<file path="config.mk">
export PLATFORM = sky130hd
export DESIGN_NAME = morse_sequenciador
export DESIGN_NICKNAME = d
export VERILOG_FILES = /design/src/rtl/morse_sequenciador.sv
export SDC_FILE = /design/constraint.sdc
export NUM_CORES = 1
export LEC_CHECK = 0
export CORE_AREA = 4 4 72 74
export DETAILED_ROUTE_END_ITERATION = 16
export DIE_AREA = 0 0 76 78
export SLEW_MARGIN = 20
export SYNTH_ARGS = -nofsm -noshare
export SYNTH_HDL_FRONTEND = slang
export SYNTH_SLANG_ARGS = --single-unit
</file>
<file path="constraint.sdc">
create_clock -name clk -period 2.7 [get_ports clk]
set_input_delay 0.405 -clock clk [delete_from_list [all_inputs] [get_ports clk]]
set_output_delay 0.405 -clock clk [all_outputs]
set_load 0.1 [all_outputs]
</file>
<file path="src/rtl/morse_sequenciador.sv">
// morse_sequenciador: drives the Morse codifier one character at a time and keys the result as timed on/off tone
module morse_sequenciador #(
  parameter int UNIT_CYCLES = 4,
  parameter int CNT_W       = 8
) (
  input  logic       clk,
  input  logic       reset,
  input  logic [5:0] num_in,
  input  logic       valid,
  output logic       accept,
  output logic [5:0] cod_num,
  output logic       cod_ready,
  input  logic [4:0] cod_morse,
  input  logic [4:0] cod_display,
  output logic       tone,
  output logic       busy,
  output logic       done,
  output logic       err
);
  localparam logic [2:0] IDLE    = 3'd0;
  localparam logic [2:0] REQ     = 3'd1;
  localparam logic [2:0] LOAD    = 3'd2;
  localparam logic [2:0] MARK    = 3'd3;
  localparam logic [2:0] GAP     = 3'd4;
  localparam logic [2:0] CHARGAP = 3'd5;
  localparam logic [2:0] DONE    = 3'd6;
  localparam logic [CNT_W-1:0] DOT_N  = CNT_W'(UNIT_CYCLES - 1);
  localparam logic [CNT_W-1:0] DASH_N = CNT_W'(3 * UNIT_CYCLES - 1);

  logic [2:0]       state_q, state_d;
  logic [CNT_W-1:0] cnt_q, cnt_d;
  logic [2:0]       idx_q, idx_d;
  logic [4:0]       morse_q, morse_d;
  logic [4:0]       disp_q, disp_d;
  logic [5:0]       num_q, num_d;
  logic             tone_q, tone_d;
  logic [4:0]       lower;
  logic [2:0]       load_idx, next_idx;

  function automatic logic [2:0] top_bit(input logic [4:0] v);
    top_bit = 3'd0;
    for (int i = 0; i < 5; i++) if (v[i]) top_bit = 3'(i);
  endfunction

  assign lower     = disp_q & ((5'd1 << idx_q) - 5'd1);
  assign load_idx  = top_bit(cod_display);
  assign next_idx  = top_bit(lower);
  assign accept    = valid & (state_q == IDLE);
  assign cod_ready = (state_q == REQ) & (num_q <= 6'd35);
  assign err       = (state_q == REQ) & (num_q > 6'd35);
  assign done      = state_q == DONE;
  assign busy      = state_q != IDLE;
  assign cod_num   = num_q;
  assign tone      = tone_q;

  // next-state, element timing and element index walk from most to least significant used position
  always_comb begin
    state_d = state_q;
    cnt_d   = cnt_q;
    idx_d   = idx_q;
    morse_d = morse_q;
    disp_d  = disp_q;
    num_d   = num_q;
    case (state_q)
      IDLE: begin
        state_d = valid ? REQ : IDLE;
        num_d   = valid ? num_in : num_q;
      end
      REQ: state_d = (num_q > 6'd35) ? IDLE : LOAD;
      LOAD: begin
        morse_d = cod_morse;
        disp_d  = cod_display;
        idx_d   = load_idx;
        state_d = (cod_display == 5'd0) ? CHARGAP : MARK;
        cnt_d   = (cod_display == 5'd0 || cod_morse[load_idx]) ? DASH_N : DOT_N;
      end
      MARK: begin
        state_d = (cnt_q != '0) ? MARK : (lower != 5'd0) ? GAP : CHARGAP;
        cnt_d   = (cnt_q != '0) ? cnt_q - CNT_W'(1) : (lower != 5'd0) ? DOT_N : DASH_N;
      end
      GAP: begin
        state_d = (cnt_q != '0) ? GAP : MARK;
        idx_d   = (cnt_q != '0) ? idx_q : next_idx;
        cnt_d   = (cnt_q != '0) ? cnt_q - CNT_W'(1) : morse_q[next_idx] ? DASH_N : DOT_N;
      end
      CHARGAP: begin
        state_d = (cnt_q != '0) ? CHARGAP : DONE;
        cnt_d   = (cnt_q != '0) ? cnt_q - CNT_W'(1) : cnt_q;
      end
      DONE:    state_d = IDLE;
      default: state_d = IDLE;
    endcase
    tone_d = state_d == MARK;
  end

  // state registers; reset aborts any character in progress and silences the tone at once
  always_ff @(posedge clk or negedge reset) begin
    if (!reset) begin
      state_q <= IDLE;
      cnt_q   <= '0;
      idx_q   <= 3'd0;
      morse_q <= 5'd0;
      disp_q  <= 5'd0;
      num_q   <= 6'd0;
      tone_q  <= 1'b0;
    end else begin
      state_q <= state_d;
      cnt_q   <= cnt_d;
      idx_q   <= idx_d;
      morse_q <= morse_d;
      disp_q  <= disp_d;
      num_q   <= num_d;
      tone_q  <= tone_d;
    end
  end
endmodule
</file>
==> impl_metrics.ini, run 1 <==
[outcome]
status = finished clean

[worst_setup_path]
worstSetupPathType = reg2out
cp-end-kind = output pin
critPathArrivalTime_ns = 1.76
required_ns = 2.30
worstPathMaxFanout = 14
start_kind = flop

[route]
vias = 1491
first_iter_violations = 109
drt_wl_total_mm = 4.06
routedWlPerCell_um = 14.9
viasPerCell = 5.46
route.detailed.drc = 0
first_pass_iters = 4
ant_nets = 0

[sta]
relSlewSlack_pct = 64.5
rsz0062_at_grt = no
report.final.setup_viol = 0
finalClockSkew_ns = 0.0111
tightest_slew_ns = 0.532
finalMaxSlewViolations = 0
max_freq_mhz = 461
finalCriticalPeriod_ns = 2.17
worst_slack_ns = 0.532
period_share_pct = 80.3
hold_viol_final = 0
whs_ns = 0.508

[cells_and_area]
final_nets = 238
synthToLayoutAreaGrowth_pct = 26.5
final_cells = 273
n_antenna_cell = 0
drive_gt1_share_pct = 21.9

[yosys]
synth_warnings = 0
synth_fa_ha_area_share_pct = 0.703
yosys.area.top_type = dfrtp_1
muxShareOfSynthArea_pct = 10.7
synth.yosys.seq_area_share_pct = 43.6
synth_edf_count = 0
synth_compound_area_share_pct = 21.6
syn_nets = 204
avgSynthCellArea_um2 = 9.68
ys.flop_type = dfrtp_1
synth_top_area_share_pct = 43.6
synthSimpleGateAreaFrac_pct = 19.0
ys_ff_latch = 31
synth_cell_types = 50
synth_top_family_by_area = compound AO/OA/AOI/OAI gates
async_reset_ff_share_pct = 100
synth.area.top_cells = dfrtp_1, mux2_2, o21ai_0
synth_cells = 184
synthXorXnorAreaFrac_pct = 1.48
synthesis.area_mm2 = 0.00178

[die]
row_count = 25
die_area_mm2 = 0.00593
ios = 31
die_w_um = 76
core-area_mm2 = 0.00460
chipHeight_um = 78
initial_utilization_pct = 38.7

[clock_network]
cts.sinks = 31
root_buffer = clkbuf_8
hold_buffers = 0
numCtsBuffers = 5
cts_tree = yes
htreeDepth = 2
cts_resized = 0
clock_latency_ns = 0.29
clk_pin_slew_ns = 0.07
cts_setup_buffers = 0
clock_tree.buffer_depth = 2

[global_route]
track_usage_pct = 14.6
grt_first_pass_wirelength_mm = 7.06
overflow = 0
antenna_found_initial = 0
grt_pass1_vias = 1460
grt_max_degree = 32

[min_path]
hold_path.class = in2async

[power]
max-vdd-ir-drop_mv = 0.536
power.density_mw_per_mm2 = 1350
leakage_nw = 0.939

[placed_design]
gp_congestion = 0.797
place_inst = 265
port_buffers = 30
dp_slack_ns = 0.617
place_hpwl_mm = 2.97

[flow_run]
cap_viol_max_count = 0
-- cell type report --
class                           count  area (um^2)
Tap cell                           54         67.6
Timing Repair Buffer               31          290
Sequential cell                    31          776
Inverter                            9         33.8
Fill cell                         436         2350
Multi-Input combinational cell    140          967
Clock buffer                        6         82.6
Clock inverter                      2         35.0
-- worst paths after layout --
| check | startpoint | to | slack, ns | cells past startpoint |
|---|---|---|---|---|
| hold reg to reg | morse_q[3]$_DFFE_PN0P_ | morse_q[3]$_DFFE_PN0P_ | 0.51 | 1 |
| max in group asynchronous | reset | morse_q[4]$_DFFE_PN0P_ | 1.89 | 2 |
| setup / recovery | state_q[1]$_DFF_PN0_ | accept | 0.53 | 3 |
| min in group clk | morse_q[3]$_DFFE_PN0P_ | morse_q[3]$_DFFE_PN0P_ | 0.51 | 1 |
| hold / removal | reset | cod_num[4]$_DFFE_PN0P_ | 0.51 | 2 |
| setup reg to reg | state_q[1]$_DFF_PN0_ | idx_q[2]$_DFFE_PN0P_ | 0.68 | 4 |
-- where the power goes --
group / leakage, nW / internal [W] / switching (W) / total, W
sequential: 0.373 / 0.000684 / 0.000242 / 0.000926
combinational: 0.504 / 0.000572 / 0.00107 / 0.00164
clock: 0.0612 / 0.000299 / 0.000185 / 0.000484
-- state kept, by name, indices dropped and copies added, names as in the netlist --
name     cells
cod_num      6
disp_q       5
state_q      3
idx_q        3
cnt_q        8
tone         1
morse_q      5
-- cell usage after synthesis (2+ instances only) --
master	n
mux2_2	16
nand2b_1	3
o211ai_1	2
and3_1	3
nand2_1	11
nor3b_1	3
o22ai_1	2
o21ai_0	19
o21a_1	3
a2111oi_0	2
nand3_1	5
nor2b_1	3
nor2_1	16
xnor2_1	2
o31ai_1	3
a21oi_1	11
buf_2	3
inv_1	9
and2_1	2
nor3_1	6
dfrtp_1	31
-- kinds of logic (layout without fill, tap and decap cells) --
kind of cell               count (synthesis)  after routing
adders and majority gates                  1              1
and+or+nand+nor                           62             62
muxes                                     17             17
AOI/OAI and AO/OA                         57             57
DFF                                       31             31
xor gates and xnor gates                   3              3
buffers and inverters                     13             48
-- critical path: stages (launching register included) --
cell and delay [ns]:
dfrtp_1 0.52, or3_1 0.49, nor2_4 0.24, buf_12 0.21
-- routing by layer --
metal | share of wire [%] | global-route usage, % | up-vias
met2 | 48 | 22.3 | 12
met4 | 2.0 | 6.58 | 0
met5 | 0 | 0 | -
met1 | 48 | 19.5 | 723
li1 | - | - | 746
met3 | 2.3 | 3.48 | 10
-- stage by stage --
step                utilization [%]  instance area [um^2]  power, W  TNS (ns)
detailed placement             46.4                  2130   0.00258         0
finish                         49.0                  2250   0.00305         0
floorplan                         -                  1800   0.00221    -0.248
CTS                            49.0                  2250   0.00307         0
global route                   49.0                  2250   0.00326         0
global placement               46.4                  2130   0.00258         0
-- placed cells by master, fill, tap and decap left out, types with 2 or more instances in the layout --
master and count:
o31ai_1 3, clkbuf_8 6, nor2b_1 3, o21ai_0 19
nor3b_1 2, and2_1 2, a2111oi_0 2, inv_1 9
nor2_4 2, o22ai_1 2, o21a_1 3, and3_1 3
dfrtp_1 31, xnor2_1 2, nor2_1 16, nand2_1 11
buf_4 12, o211ai_1 2, clkdlybuf4s50_1 18, nor3_1 5
nand3_1 5, a21oi_1 11, mux2_2 16, nand2b_1 3
(Power assumes the default switching activity.)
==> run 2, diff against run 1 <==
==> constraint.sdc (replaced) <==
create_clock -name clk -period 1.8 [get_ports clk]
set_input_delay 0.27 -clock clk [delete_from_list [all_inputs] [get_ports clk]]
set_output_delay 0.27 -clock clk [all_outputs]
set_load 0.1 [all_outputs]
==> run 2 against run 1 <==
  * The run now ends with setup timing left
  * Largest cell class unchanged
  * Largest power group unchanged
  * Setup slack got worse by 0.64 ns
  * Critical path type is now reg2reg
  * First-iteration DRC count fell by 28%
  * Clock power rose by 9.7%
  * Clock skew fell by 0.0030 ns
  * Combinational power rose by 100%
  * Non-clock buffer count rose by 38
  * Total power rose by 72%
==> impl_metrics.ini, run 2 (synthesized netlist as in run 1, its figures left out) <==
[sta]
rsz0062_at_grt = yes
period_share_pct = 106
finalCriticalPeriod_ns = 1.90
hold_viol_final = 0
report.final.setup_viol = 6
relSlewSlack_pct = 66.2
tightest_slew_ns = 0.506
max_freq_mhz = 525
finalClockSkew_ns = 0.00811
worst_slack_ns = -0.103
finalMaxSlewViolations = 0

[placed_design]
port_buffers = 30
gp_congestion = 0.826
place_inst = 289
dp_slack_ns = -0.143
place_hpwl_mm = 3.50

[clock_network]
root_buffer = clkbuf_8
numCtsBuffers = 5
clock_tree.buffer_depth = 2
clock_latency_ns = 0.28
cts_tree = yes
hold_buffers = 0
htreeDepth = 2
cts.sinks = 31
clk_pin_slew_ns = 0.07

[route]
wl_met2_mm = 2.56
vias = 1666
route.detailed.drc = 0
dr.max_layer_used = met4
routedWlPerCell_um = 15.7
first_pass_iters = 4
first_iter_violations = 78
viasPerCell = 5.36
wl_met1_mm = 2.08
wl_met3_um = 143
drt_wl_total_mm = 4.87
ant_nets = 0

[power]
max-vdd-ir-drop_mv = 0.951
power.density_mw_per_mm2 = 1970
leakage_nw = 1.15

[worst_setup_path]
crit_end = cnt_q[7]$_DFFE_PN0P_
r2r_start = cnt_q[1]$_DFFE_PN0P_
critPathLaunch = cnt_q[1]$_DFFE_PN0P_
reg2reg_depth = 8
required_ns = 1.97
rrSetupSlack_ns = -0.10
start_kind = flop
critPathArrivalTime_ns = 2.07
worstPathMaxFanout = 6
worstSetupPathType = reg2reg
cp-end-kind = flop
r2r_end = cnt_q[7]$_DFFE_PN0P_

[cells_and_area]
final_nets = 276
final_cell_mix = buf_4, dfrtp_1, clkdlybuf4s50_1
synthToLayoutAreaGrowth_pct = 50.0
largest_reg_flops = 8
final_cells = 311
drive_gt1_share_pct = 40.9
n_fill_cell = 407
n_antenna_cell = 0
layout_commonest_cell = buf_4
largest-register = cnt_q

[flow_run]
cap_viol_max_count = 0

[global_route]
grt_pass1_vias = 1633
antenna_found_initial = 0
grt_first_pass_wirelength_mm = 7.66
track_usage_pct = 16.1
overflow = 0
grt_max_degree = 32

[min_path]
hold_path.class = in2async

[die]
die_w_um = 76
ios = 31
core-area_mm2 = 0.00460
initial_utilization_pct = 38.7
chipHeight_um = 78
die_area_mm2 = 0.00593
row_count = 25

[outcome]
violations = setup timing
status = complete, but fails checks
## run 2: changes by cell type in the layout (fill, tap and decap cells not counted), moves of 3 or more
cell	previous run	this run
dfrtp_1	31	25
o21ai_0	19	11
inv_2	0	3
buf_12	1	5
mux2_2	16	10
mux2_4	0	6
dfrtp_2	0	6
o21ai_1	0	8
inv_1	9	6
buf_4	12	45
## run 2: worst min-delay path by stage
| stage | startpoint | endpoint | depth (start not counted) |
|---|---|---|---|
| 5_1_grt | reset | disp_q[4]$_DFFE_PN0P_ | 2 |
| 3_5_place_dp | morse_q[0]$_DFFE_PN0P_ | morse_q[0]$_DFFE_PN0P_ | 1 |
| 6_report | reset | disp_q[4]$_DFFE_PN0P_ | 2 |
| 4_1_cts | reset | disp_q[0]$_DFFE_PN0P_ | 2 |
| 3_3_place_gp | cnt_q[7]$_DFFE_PN0P_ | cnt_q[7]$_DFFE_PN0P_ | 1 |
| 2_1_floorplan | reset | cnt_q[0]$_DFFE_PN0P_ | 0 |
## run 2: routing by layer
layer	vias up	global-route usage [%]
met1	817	19.2
met3	8	4.06
met5	-	0
met2	22	28.2
met4	0	4.98
li1	819	-
## run 2: cell type report
type / instances / area [um^2] / area share, %
flip-flops and latches: 31 / 783 / 29.3
multi-input cells: 140 / 1070 / 40.2
inverters: 9 / 33.8 / 1.27
clock inverters: 3 / 15.0 / 0.562
clock buffers: 5 / 68.8 / 2.58
repair buffers: 69 / 629 / 23.6
well taps: 54 / 67.6 / 2.53
## run 2: where the power goes
| group | internal, W | total, W | leakage [nW] | switching, W |
|---|---|---|---|---|
| Clock | 0.000264 | 0.000531 | 0.0477 | 0.000267 |
| Combinational | 0.00143 | 0.00335 | 0.735 | 0.00191 |
| Sequential | 0.00104 | 0.00138 | 0.367 | 0.000336 |
| Total | 0.00274 | 0.00526 | 1.15 | 0.00252 |
## run 2: through the flow
stage	cell area (um^2)	power [W]	TNS [ns]	hold WS [ns]	util, %
floorplan	1850	0.00345	-3.47	-0.0256	-
global placement	2410	0.00429	-0.0952	0.485	52.5
detailed placement	2410	0.00435	-0.718	0.508	52.5
CTS	2560	0.00501	-0.0623	0.400	55.7
global route	2670	0.00556	-1.29	0.430	58.1
finish	2670	0.00526	-0.310	0.393	58.1
## run 2: timing repair
action	in CTS	in global routing
setup endpoints to repair	16	16
gates resized for setup	12	12
setup buffers	6	8
pin swaps	6	8
## run 2: worst max-delay path: stages (launching register included)
cell     delay (ns)
dfrtp_1        0.39
inv_2          0.08
ha_4           0.14
or4b_4         0.51
o22ai_4        0.25
buf_6          0.15
a21oi_2        0.03
o21ai_1        0.14
o31ai_1        0.09
==> run 3, diff against run 2 <==
--- a/config.mk
+++ b/config.mk
@@ -6,8 +6,10 @@
 export NUM_CORES = 1
 export LEC_CHECK = 0
 export CORE_AREA = 4 4 72 74
+export CTS_CLUSTER_DIAMETER = 60
 export DETAILED_ROUTE_END_ITERATION = 16
 export DIE_AREA = 0 0 76 78
+export HOLD_SLACK_MARGIN = 0.15
 export SLEW_MARGIN = 20
 export SYNTH_ARGS = -nofsm -noshare
 export SYNTH_HDL_FRONTEND = slang
==> constraint.sdc (replaced) <==
create_clock -name clk -period 1.7 [get_ports clk]
set_input_delay 0.255 -clock clk [delete_from_list [all_inputs] [get_ports clk]]
set_output_delay 0.255 -clock clk [all_outputs]
set_load 0.1 [all_outputs]
==> run 3 against run 2 <==
  * The flow still finishes with violations (setup timing)
  * Final cell count rose by 5.1%
  * Die area did not move
  * Core utilization rose by 6.1 points
  * Sequential share of layout area fell by 2.8 points
  * Count of clock-buffer cells in the layout rose by 1
  * Flip-flop and latch count did not move
  * Critical path type unchanged
  * Critical endpoint is now cnt_q[4]$_DFFE_PN0P_
  * Largest power group unchanged
  * Highest routed layer unchanged
==> impl_metrics.ini, run 3 (synthesized netlist as in run 1, its figures left out) <==
[outcome]
status = complete, but fails checks
violations = setup timing

[sta]
hold_viol_final = 0
finalMaxSlewViolations = 0
tns_ns = -1.87
worst_slack_ns = -0.191
rsz0062_at_grt = yes
tightest_slew_ns = 0.444
period_share_pct = 111
whs_ns = 0.376
relSlewSlack_pct = 70.3
finalClockSkew_ns = 0.00540
max_freq_mhz = 529
finalCriticalPeriod_ns = 1.89
report.final.setup_viol = 15

[cells_and_area]
synthToLayoutAreaGrowth_pct = 65.7
largest-register = cnt_q
n_antenna_cell = 0
final_cell_mix = buf_4, dfrtp_1, clkdlybuf4s50_1
final-seq-area_um2 = 782
n_fill_cell = 390
multiInputGateArea_mm2 = 0.00110
final_cells = 327
final_nets = 292
largest_reg_flops = 8
layout_commonest_cell = buf_4
drive_gt1_share_pct = 45.1
utilization_pct = 64.2

[route]
route.detailed.drc = 0
viasPerCell = 5.35
drt_wl_total_mm = 5.21
routedWlPerCell_um = 15.9
first_iter_violations = 70
vias = 1748
ant_nets = 0
first_pass_iters = 4

[power]
power.density_mw_per_mm2 = 2160
p_int_w = 0.00353
pwr-share-clk_pct = 11.8
swShare_pct = 44.5
power.share.sequential_pct = 22.8
power_switching_w = 0.00283
pwr-share-comb_pct = 65.4
leakage_nw = 1.29
max-vdd-ir-drop_mv = 1.07

[global_route]
antenna_found_initial = 0
grt_pass1_vias = 1825
grt_first_pass_wirelength_mm = 8.56
grt_max_degree = 32
track_usage_pct = 17.8
overflow = 0

[worst_setup_path]
slowest_stage = or4b_4
rrSetupSlack_ns = -0.19
reg2reg_depth = 8
worstPathMaxFanout = 3
critPathArrivalTime_ns = 2.09
r2r_end = cnt_q[4]$_DFFE_PN0P_
required_ns = 1.90
slowest_delay_ns = 0.51
crit_chain = inv_2, ha_4, or4b_4, buf_4, buf_6, o31ai_4, a32oi_1, o21ai_1
cp-end-kind = flop
worstSetupPathType = reg2reg
r2r_start = cnt_q[0]$_DFFE_PN0P_
start_kind = flop

[die]
initial_utilization_pct = 38.7
ios = 31
core-area_mm2 = 0.00460
die_w_um = 76
chipHeight_um = 78
row_count = 25
die_area_mm2 = 0.00593

[placed_design]
port_buffers = 30
place_inst = 301
gp_congestion = 0.915
place_hpwl_mm = 3.66
dp_slack_ns = -0.227

[flow_run]
cap_viol_max_count = 0

[clock_network]
hold_buffers = 0
clock_tree.buffer_depth = 2
numCtsBuffers = 5
cts_tree = yes
clk_pin_slew_ns = 0.07
clock_latency_ns = 0.28
htreeDepth = 2
cts.sinks = 31
root_buffer = clkbuf_8

[min_path]
hold_path.class = in2async
==> run 3: cell count changes in the layout (fill, tap and decap cells not counted), moves of 2 or more <==
cell      change
a21oi_4       +2
buf_6         +4
nor2_2        +2
buf_4         +5
buf_12        +7
nor2_1        -2
clkinv_2      -2
==> run 3: metal layers <==
layer | vias up | track usage [%] | routed length, um
li1 | 859 | - | -
met1 | 857 | 21.3 | 2160
met2 | 25 | 31.7 | 2860
met3 | 7 | 4.52 | 147
met4 | 0 | 4.09 | 46
met5 | - | 0 | 0
==> run 3: power groups by stage <==
stage          combinational (W)  sequential (W)  clock, W
2_1_floorplan            0.00169         0.00197         0
3_3_place_gp             0.00353         0.00145         0
3_5_place_dp             0.00359         0.00148         0
4_1_cts                  0.00386         0.00145  0.000772
5_1_grt                  0.00442         0.00149  0.000809
6_report                 0.00416         0.00145  0.000753
==> run 3: worst max-delay path by stage <==
| stage | cells after the start | endpoint | slack, ns | from |
|---|---|---|---|---|
| CTS | 8 | tone$_DFF_PN0_ | -0.13 | cnt_q[1]$_DFFE_PN0P_ |
| global placement | 7 | cnt_q[3]$_DFFE_PN0P_ | -0.15 | cnt_q[1]$_DFFE_PN0P_ |
| floorplan | 4 | cod_num[2]$_DFFE_PN0P_ | -0.54 | state_q[1]$_DFF_PN0_ |
| finish | 8 | cnt_q[4]$_DFFE_PN0P_ | -0.19 | cnt_q[0]$_DFFE_PN0P_ |
| global route | 8 | idx_q[1]$_DFFE_PN0P_ | -0.29 | cnt_q[0]$_DFFE_PN0P_ |
| detailed placement | 7 | cnt_q[3]$_DFFE_PN0P_ | -0.23 | cnt_q[1]$_DFFE_PN0P_ |
==> run 3: repair_timing <==
action	4_1_cts	5_1_grt
setup buffers	10	8
endpoints found under the setup margin	16	25
pin swaps	6	7
gates cloned	0	0
resized for setup	15	12
endpoints found under the hold margin	0	0
==> run 3: stage by stage <==
stage / cell area [um^2] / total power [W]
6_report: 2950 / 0.00636
5_1_grt: 2950 / 0.00673
4_1_cts: 2830 / 0.00608
3_5_place_dp: 2590 / 0.00507
3_3_place_gp: 2590 / 0.00498
2_1_floorplan: 1860 / 0.00366
==> run 3: critical path: cells and delay by family, from the launching register on <==
kind / cells / cell delay (ns)
simple gates: 1 / 0.51
compound gates: 3 / 0.40
flops: 1 / 0.39
buf+inv: 3 / 0.36
fa+ha+maj: 1 / 0.14
==> run 3: area by class of cell <==
type | count | area share [%]
Multi-Input combinational cell | 140 | 37.2
Timing Repair Buffer | 85 | 28.9
Sequential cell | 31 | 26.5
Clock buffer | 6 | 2.80
Tap cell | 54 | 2.29
Clock inverter | 2 | 1.19
Inverter | 9 | 1.15
